--- config.mk ---
export PLATFORM = sky130hd
export DESIGN_NAME = stage_seq
export DESIGN_NICKNAME = d
export VERILOG_FILES = /design/src/rtl/stage_seq.sv
export SDC_FILE = /design/constraint.sdc
export NUM_CORES = 1
export LEC_CHECK = 0
export BUFFER_PORTS_ARGS = -buffer_cell sky130_fd_sc_hd__buf_4
export CAP_MARGIN = 25
export CORE_UTILIZATION = 58
export DETAILED_ROUTE_END_ITERATION = 6
export GPL_ROUTABILITY_DRIVEN = 0
export HOLD_SLACK_MARGIN = 0.08
export MAX_ROUTING_LAYER = met4
export PLACE_DENSITY_LB_ADDON = 0.15
export REMOVE_ABC_BUFFERS = 1
export SLEW_MARGIN = 5
export SYNTH_ARGS = -nofsm -noshare
export SYNTH_HDL_FRONTEND = slang
export SYNTH_SLANG_ARGS = --single-unit
--- constraint.sdc ---
create_clock -name CLK -period 3.45 [get_ports CLK]
set_input_delay 1.035 -clock CLK [delete_from_list [all_inputs] [get_ports CLK]]
set_output_delay 1.035 -clock CLK [all_outputs]
set_load 0.01 [all_outputs]
--- src/rtl/stage_seq.sv ---
// Five-stage instruction sequencer (FT/DC/EX/MA/WB) advancing on a divided
// tick, with per-stage stall sources, a stall timeout, flush, and a retired
// instruction counter.
module stage_seq #(
    parameter int unsigned TICK_DIV = 2,
    parameter int unsigned TIMEOUT  = 255
) (
    input  logic        CLK,
    input  logic        RST_N,
    input  logic        run,
    input  logic        flush,
    input  logic        memWait,
    input  logic        rwmem,
    input  logic        exBusy,
    output logic        EN_FT,
    output logic        EN_DC,
    output logic        EN_EX,
    output logic        EN_MA,
    output logic        EN_WB,
    output logic [2:0]  stage,
    output logic        halted,
    output logic        err,
    output logic [31:0] instret
);

    typedef enum logic [2:0] {
        S_IDLE = 3'd0,
        S_FT   = 3'd1,
        S_DC   = 3'd2,
        S_EX   = 3'd3,
        S_MA   = 3'd4,
        S_WB   = 3'd5
    } state_t;

    localparam logic [15:0] DIV_MAX   = 16'(TICK_DIV - 1);
    localparam logic [15:0] TIMEOUT_V = 16'(TIMEOUT);
    localparam bit          TO_EN     = (TIMEOUT != 0);

    state_t      state_q, state_d;
    logic [15:0] div_q, div_d;
    logic [15:0] stall_q, stall_d;
    logic        err_q, err_d;
    logic [31:0] instret_q, instret_d;
    logic        tick;
    logic        stall;
    logic        flush_act;
    logic        timeout_hit;
    logic [4:0]  en_vec;

    assign tick      = (div_q == DIV_MAX);
    assign flush_act = flush && (state_q != S_IDLE);

    // Stall source for the stage currently occupied
    always_comb begin
        stall = 1'b0;
        case (state_q)
            S_FT:    stall = memWait;
            S_EX:    stall = exBusy;
            S_MA:    stall = rwmem && memWait;
            default: stall = 1'b0;
        endcase
    end

    assign timeout_hit = TO_EN && tick && stall && ((stall_q + 16'd1) == TIMEOUT_V);

    // Next-state, counters and stage strobes; flush beats timeout beats advance
    always_comb begin
        state_d   = state_q;
        div_d     = tick ? '0 : div_q + 16'd1;
        stall_d   = stall_q;
        err_d     = err_q;
        instret_d = instret_q;
        en_vec    = '0;
        if (flush_act) begin
            state_d = run ? S_FT : S_IDLE;
            div_d   = '0;
            stall_d = '0;
        end else if (timeout_hit) begin
            err_d   = 1'b1;
            state_d = S_IDLE;
            stall_d = '0;
        end else if (tick) begin
            if (state_q == S_IDLE) begin
                if (run && !err_q) begin
                    state_d = S_FT;
                end
            end else if (stall) begin
                stall_d = stall_q + 16'd1;
            end else if (RST_N) begin
                stall_d = '0;
                case (state_q)
                    S_FT: begin
                        en_vec[0] = 1'b1;
                        state_d   = S_DC;
                    end
                    S_DC: begin
                        en_vec[1] = 1'b1;
                        state_d   = S_EX;
                    end
                    S_EX: begin
                        en_vec[2] = 1'b1;
                        state_d   = S_MA;
                    end
                    S_MA: begin
                        en_vec[3] = 1'b1;
                        state_d   = S_WB;
                    end
                    S_WB: begin
                        en_vec[4] = 1'b1;
                        state_d   = run ? S_FT : S_IDLE;
                        instret_d = instret_q + 32'd1;
                    end
                    default: state_d = S_IDLE;
                endcase
            end
        end
        if (state_d != state_q) begin
            stall_d = '0;
        end
    end

    // State and counter registers with synchronous active-low reset
    always_ff @(posedge CLK) begin
        if (!RST_N) begin
            state_q   <= S_IDLE;
            div_q     <= '0;
            stall_q   <= '0;
            err_q     <= 1'b0;
            instret_q <= '0;
        end else begin
            state_q   <= state_d;
            div_q     <= div_d;
            stall_q   <= stall_d;
            err_q     <= err_d;
            instret_q <= instret_d;
        end
    end

    assign EN_FT   = en_vec[0];
    assign EN_DC   = en_vec[1];
    assign EN_EX   = en_vec[2];
    assign EN_MA   = en_vec[3];
    assign EN_WB   = en_vec[4];
    assign stage   = state_q;
    assign halted  = (state_q == S_IDLE);
    assign err     = err_q;
    assign instret = instret_q;

endmodule
==> implementation parameters <==
Parameter                              Value

Synth
  Most common flop cell mapped by yosys    sky130_fd_sc_hd__dfxtp_1
  Syn Std Cell Area    3760 um2
  Most repeated cell in the gate-level netlist after synthesis    sky130_fd_sc_hd__dfxtp_1
  Largest cells by area after synthesis    sky130_fd_sc_hd__dfxtp_1, sky130_fd_sc_hd__xnor2_1, sky130_fd_sc_hd__nor2_1, sky130_fd_sc_hd__and2_1, sky130_fd_sc_hd__nand2_1
  Share of the synthesized area in the top cell type    36.2%
  Fraction of registers with async set or reset after synthesis    0%
  Avg Synthesized Cell Area    8.13 um2
  Count of cell types in the netlist    51
  Count of flip-flops with a built-in enable after synthesis    0
  Post-synth top cells    sky130_fd_sc_hd__dfxtp_1, sky130_fd_sc_hd__nor2_1, sky130_fd_sc_hd__nand2_1
  Total of warnings raised by yosys    0
  Yosys top cell by area    sky130_fd_sc_hd__dfxtp_1
  Number of register bits inferred by synthesis    68
  Number of cells produced by synthesis    463
  Share of synthesized area occupied by flip-flops and latches    36.2%

Drt
  DR pass1 iterations    5
  Vias after detailed routing    3,422
  Number of nets still failing antenna checks after routing    0
  Detailed router's first-iteration violation count    305
  Per-cell via count in the routed design    5.76
  Post-DR wirelength/cell    14.2 um
  Total Wirelength    8.45 mm
  Number of remaining DRC errors    0

Clock tree
  Cts hold-fix bufs    0
  Insertion delay to the later sink of the worst-skew pair    350 ps
  Clock Sink Count    68
  CTS root buffer    sky130_fd_sc_hd__clkbuf_8
  Deepest clock path buffer count    2
  Deepest level of the CTS H-tree    3
  Cts bufs inserted    9
  TritonCTS clock tree    yes
  Clock transition at the registers of the reported paths    80 ps

Setup path
  Required time at the worst-slack endpoint    2410 ps
  Crit Reg-Reg Startpoint    div_q[4]$_SDFF_PP0_
  List of cells traversed by the critical path    buf_4 -> and3b_1 -> o21ai_1 -> and2_1 -> and3_4 -> nand3_1 -> nor2_2 -> buf_4
  Critical Path Source Type    input pin
  Crit-path slowest cell    sky130_fd_sc_hd__o21ai_1
  Highest cell delay on the worst timing path    220 ps
  Largest delay share family, worst path    simple AND/OR/NAND/NOR gates
  Critical path endpoint    EN_EX
  Bufs and invs on worst path    2
  Most common cell on crit path    sky130_fd_sc_hd__buf_4
  Arr. time, crit path    2380 ps
  Stages on the worst setup path    8
  Reg-to-Reg End    instret[31]$_SDFFE_PN0P_
  Depth of the worst register-to-register path    9
  Max Fanout on Critical Path    3
  Type of destination of the critical path    output pin
  Critical path class    in2out
  FF-to-FF setup slack    760 ps
  Start point of the critical path    rwmem

STA
  Hold slack    459 ps
  Final-report hold violation count    0
  RSZ-0062 raised after global routing    true
  Final Cycle Share    99.1%
  Worst path setup slack after routing    30.4 ps
  Achievable clock frequency    292 MHz
  Final Slew Violations    0
  Worst Clk Skew    9.67 ps
  Max_slew headroom    64.6%
  Least-Margin Pin Slew    530 ps
  Min cycle time layout    3420 ps
  Final setup viols    0

Layout
  Design Area, Final    4460 um2
  Fill cell instance count of the final layout    491
  Fraction of layout cells with a size suffix above 1    19.3%
  Area Growth Syn to Fin    18.5%
  Final net count    526
  Antenna Cells    0

Min path
  Kind of path behind the tightest hold check    reg2reg

Global route
  Total global routing overflow    0
  Number of antenna violations at the first check in global routing    0
  Wire length of the first global-routing pass    13.2 mm
  Vias in the first global route    2,857
  GRT Overall Usage    26.3%
  Pin count of the biggest net entering global routing    33

Placed design
  Post-placement worst setup slack    7.06 ps
  Number of port buffers    48
  Cell Area, Placed    4190 um2
  Detail Placement HPWL    5.85 mm

Floorplan
  Effective utilization at floorplan    61.8%
  Die X    82.6 um
  Floorplan core area    6100 um2
  I/O pin total    49
  Die height    82.6 um
  Die footprint    6820 um2
  Std-Cell Rows    28

Power and ir drop
  Post-layout power    1.90 mW
  Portion of total power attributed to sequential cells    43.4%
  Net switching power of the design    560 uW
  Total power divided by cell area    426 nW/um2
  Relative contribution of the clock network to total power    39.1%
  Internal power    1.34 mW
  IR drop worst, VDD    0.384 mV
  Share of total power consumed by net switching    29.5%
  Lkg Pwr    1.73 nW
  Comb pwr share    17.5%

Flow run
  Count of max-cap constraint violations    0

Status
  Status    finished clean
[cell type report]
cell class	instances	area, um2	area share, %
sequential	68	1370	30.6
clock buffer	9	124	2.78
multi-input combinational	364	2280	51.2
inverter	10	37.5	0.841
clock inverter	7	97.6	2.19
timing repair buffer	61	458	10.3
tap	75	93.8	2.10
[routing by layer]
layer  vias up  part of all wire [%]  GRT usage, %
met4         0                   1.6          9.83
li1       1714                     -             -
met3        12                   5.3          3.96
met2       104                    45          39.4
met1      1592                    48          35.7
met5         -                     0             -
[stage by stage]
| step | instances | setup TNS (ps) | util [%] |
|---|---|---|---|
| floorplan | 442 | 0 | - |
| global placement | 575 | 0 | 68.8 |
| detailed placement | 575 | 0 | 68.8 |
| CTS | 593 | 0 | 72.7 |
| global route | 594 | -21.2 | 73.2 |
| finish | 594 | 0 | 73.2 |
[cells by family after synthesis]
kind of cell | count (synthesis) | share of synthesized area, %
adder cells (fa/ha/maj) | 5 | 1.66
multiplexers | 4 | 1.10
XOR/XNOR | 45 | 10.5
AO/OA/AOI/OAI | 64 | 11.2
AND/OR/NAND/NOR | 246 | 35.8
buffers and inverters | 31 | 3.66
flip-flops | 68 | 36.2
[placed cells by master, fill, tap and decap left out, types with 12 or more instances in the layout]
cell type,synthesis,layout
sky130_fd_sc_hd__a21oi_1,13,13
sky130_fd_sc_hd__and2_1,30,30
sky130_fd_sc_hd__buf_4,0,61
sky130_fd_sc_hd__dfxtp_1,68,64
sky130_fd_sc_hd__nand2_1,49,49
sky130_fd_sc_hd__nand3_1,31,31
sky130_fd_sc_hd__nand4_1,21,21
sky130_fd_sc_hd__nor2_1,51,50
sky130_fd_sc_hd__o21ai_0,20,19
sky130_fd_sc_hd__xnor2_1,33,33
sky130_fd_sc_hd__xor2_1,12,12
[sequential cells by signal (all words and copies together) (netlist names)]
register  flops
err           1
instret      32
stall_q      16
div_q        16
stage         3
[power groups by stage]
stage	combinational, mW	sequential, mW	clock (mW)
global route	0.363	0.828	0.791
CTS	0.320	0.822	0.755
floorplan	0.176	0.836	0
finish	0.333	0.825	0.743
global placement	0.304	0.840	0
detailed placement	0.306	0.841	0
[repair_timing]
item / CTS / global route
resized for setup: 2 / 8
pin swaps: 1 / 5
endpoints found under the setup margin: 2 / 3
setup buffers: 2 / 1
[how the worst min path moves through the flow]
| stage | startpoint | endpoint | slack, ps | depth (start not counted) |
|---|---|---|---|---|
| after floorplan | div_q[0]$_SDFF_PP0_ | div_q[0]$_SDFF_PP0_ | 440 | 1 |
| after global placement | div_q[0]$_SDFF_PP0_ | div_q[0]$_SDFF_PP0_ | 460 | 1 |
| after detailed placement | div_q[0]$_SDFF_PP0_ | div_q[0]$_SDFF_PP0_ | 480 | 1 |
| after CTS | div_q[0]$_SDFF_PP0_ | div_q[0]$_SDFF_PP0_ | 500 | 1 |
| after global routing | div_q[0]$_SDFF_PP0_ | div_q[0]$_SDFF_PP0_ | 470 | 1 |
| final | div_q[0]$_SDFF_PP0_ | div_q[0]$_SDFF_PP0_ | 460 | 1 |
Note: power is estimated with default switching activity, not from simulation.
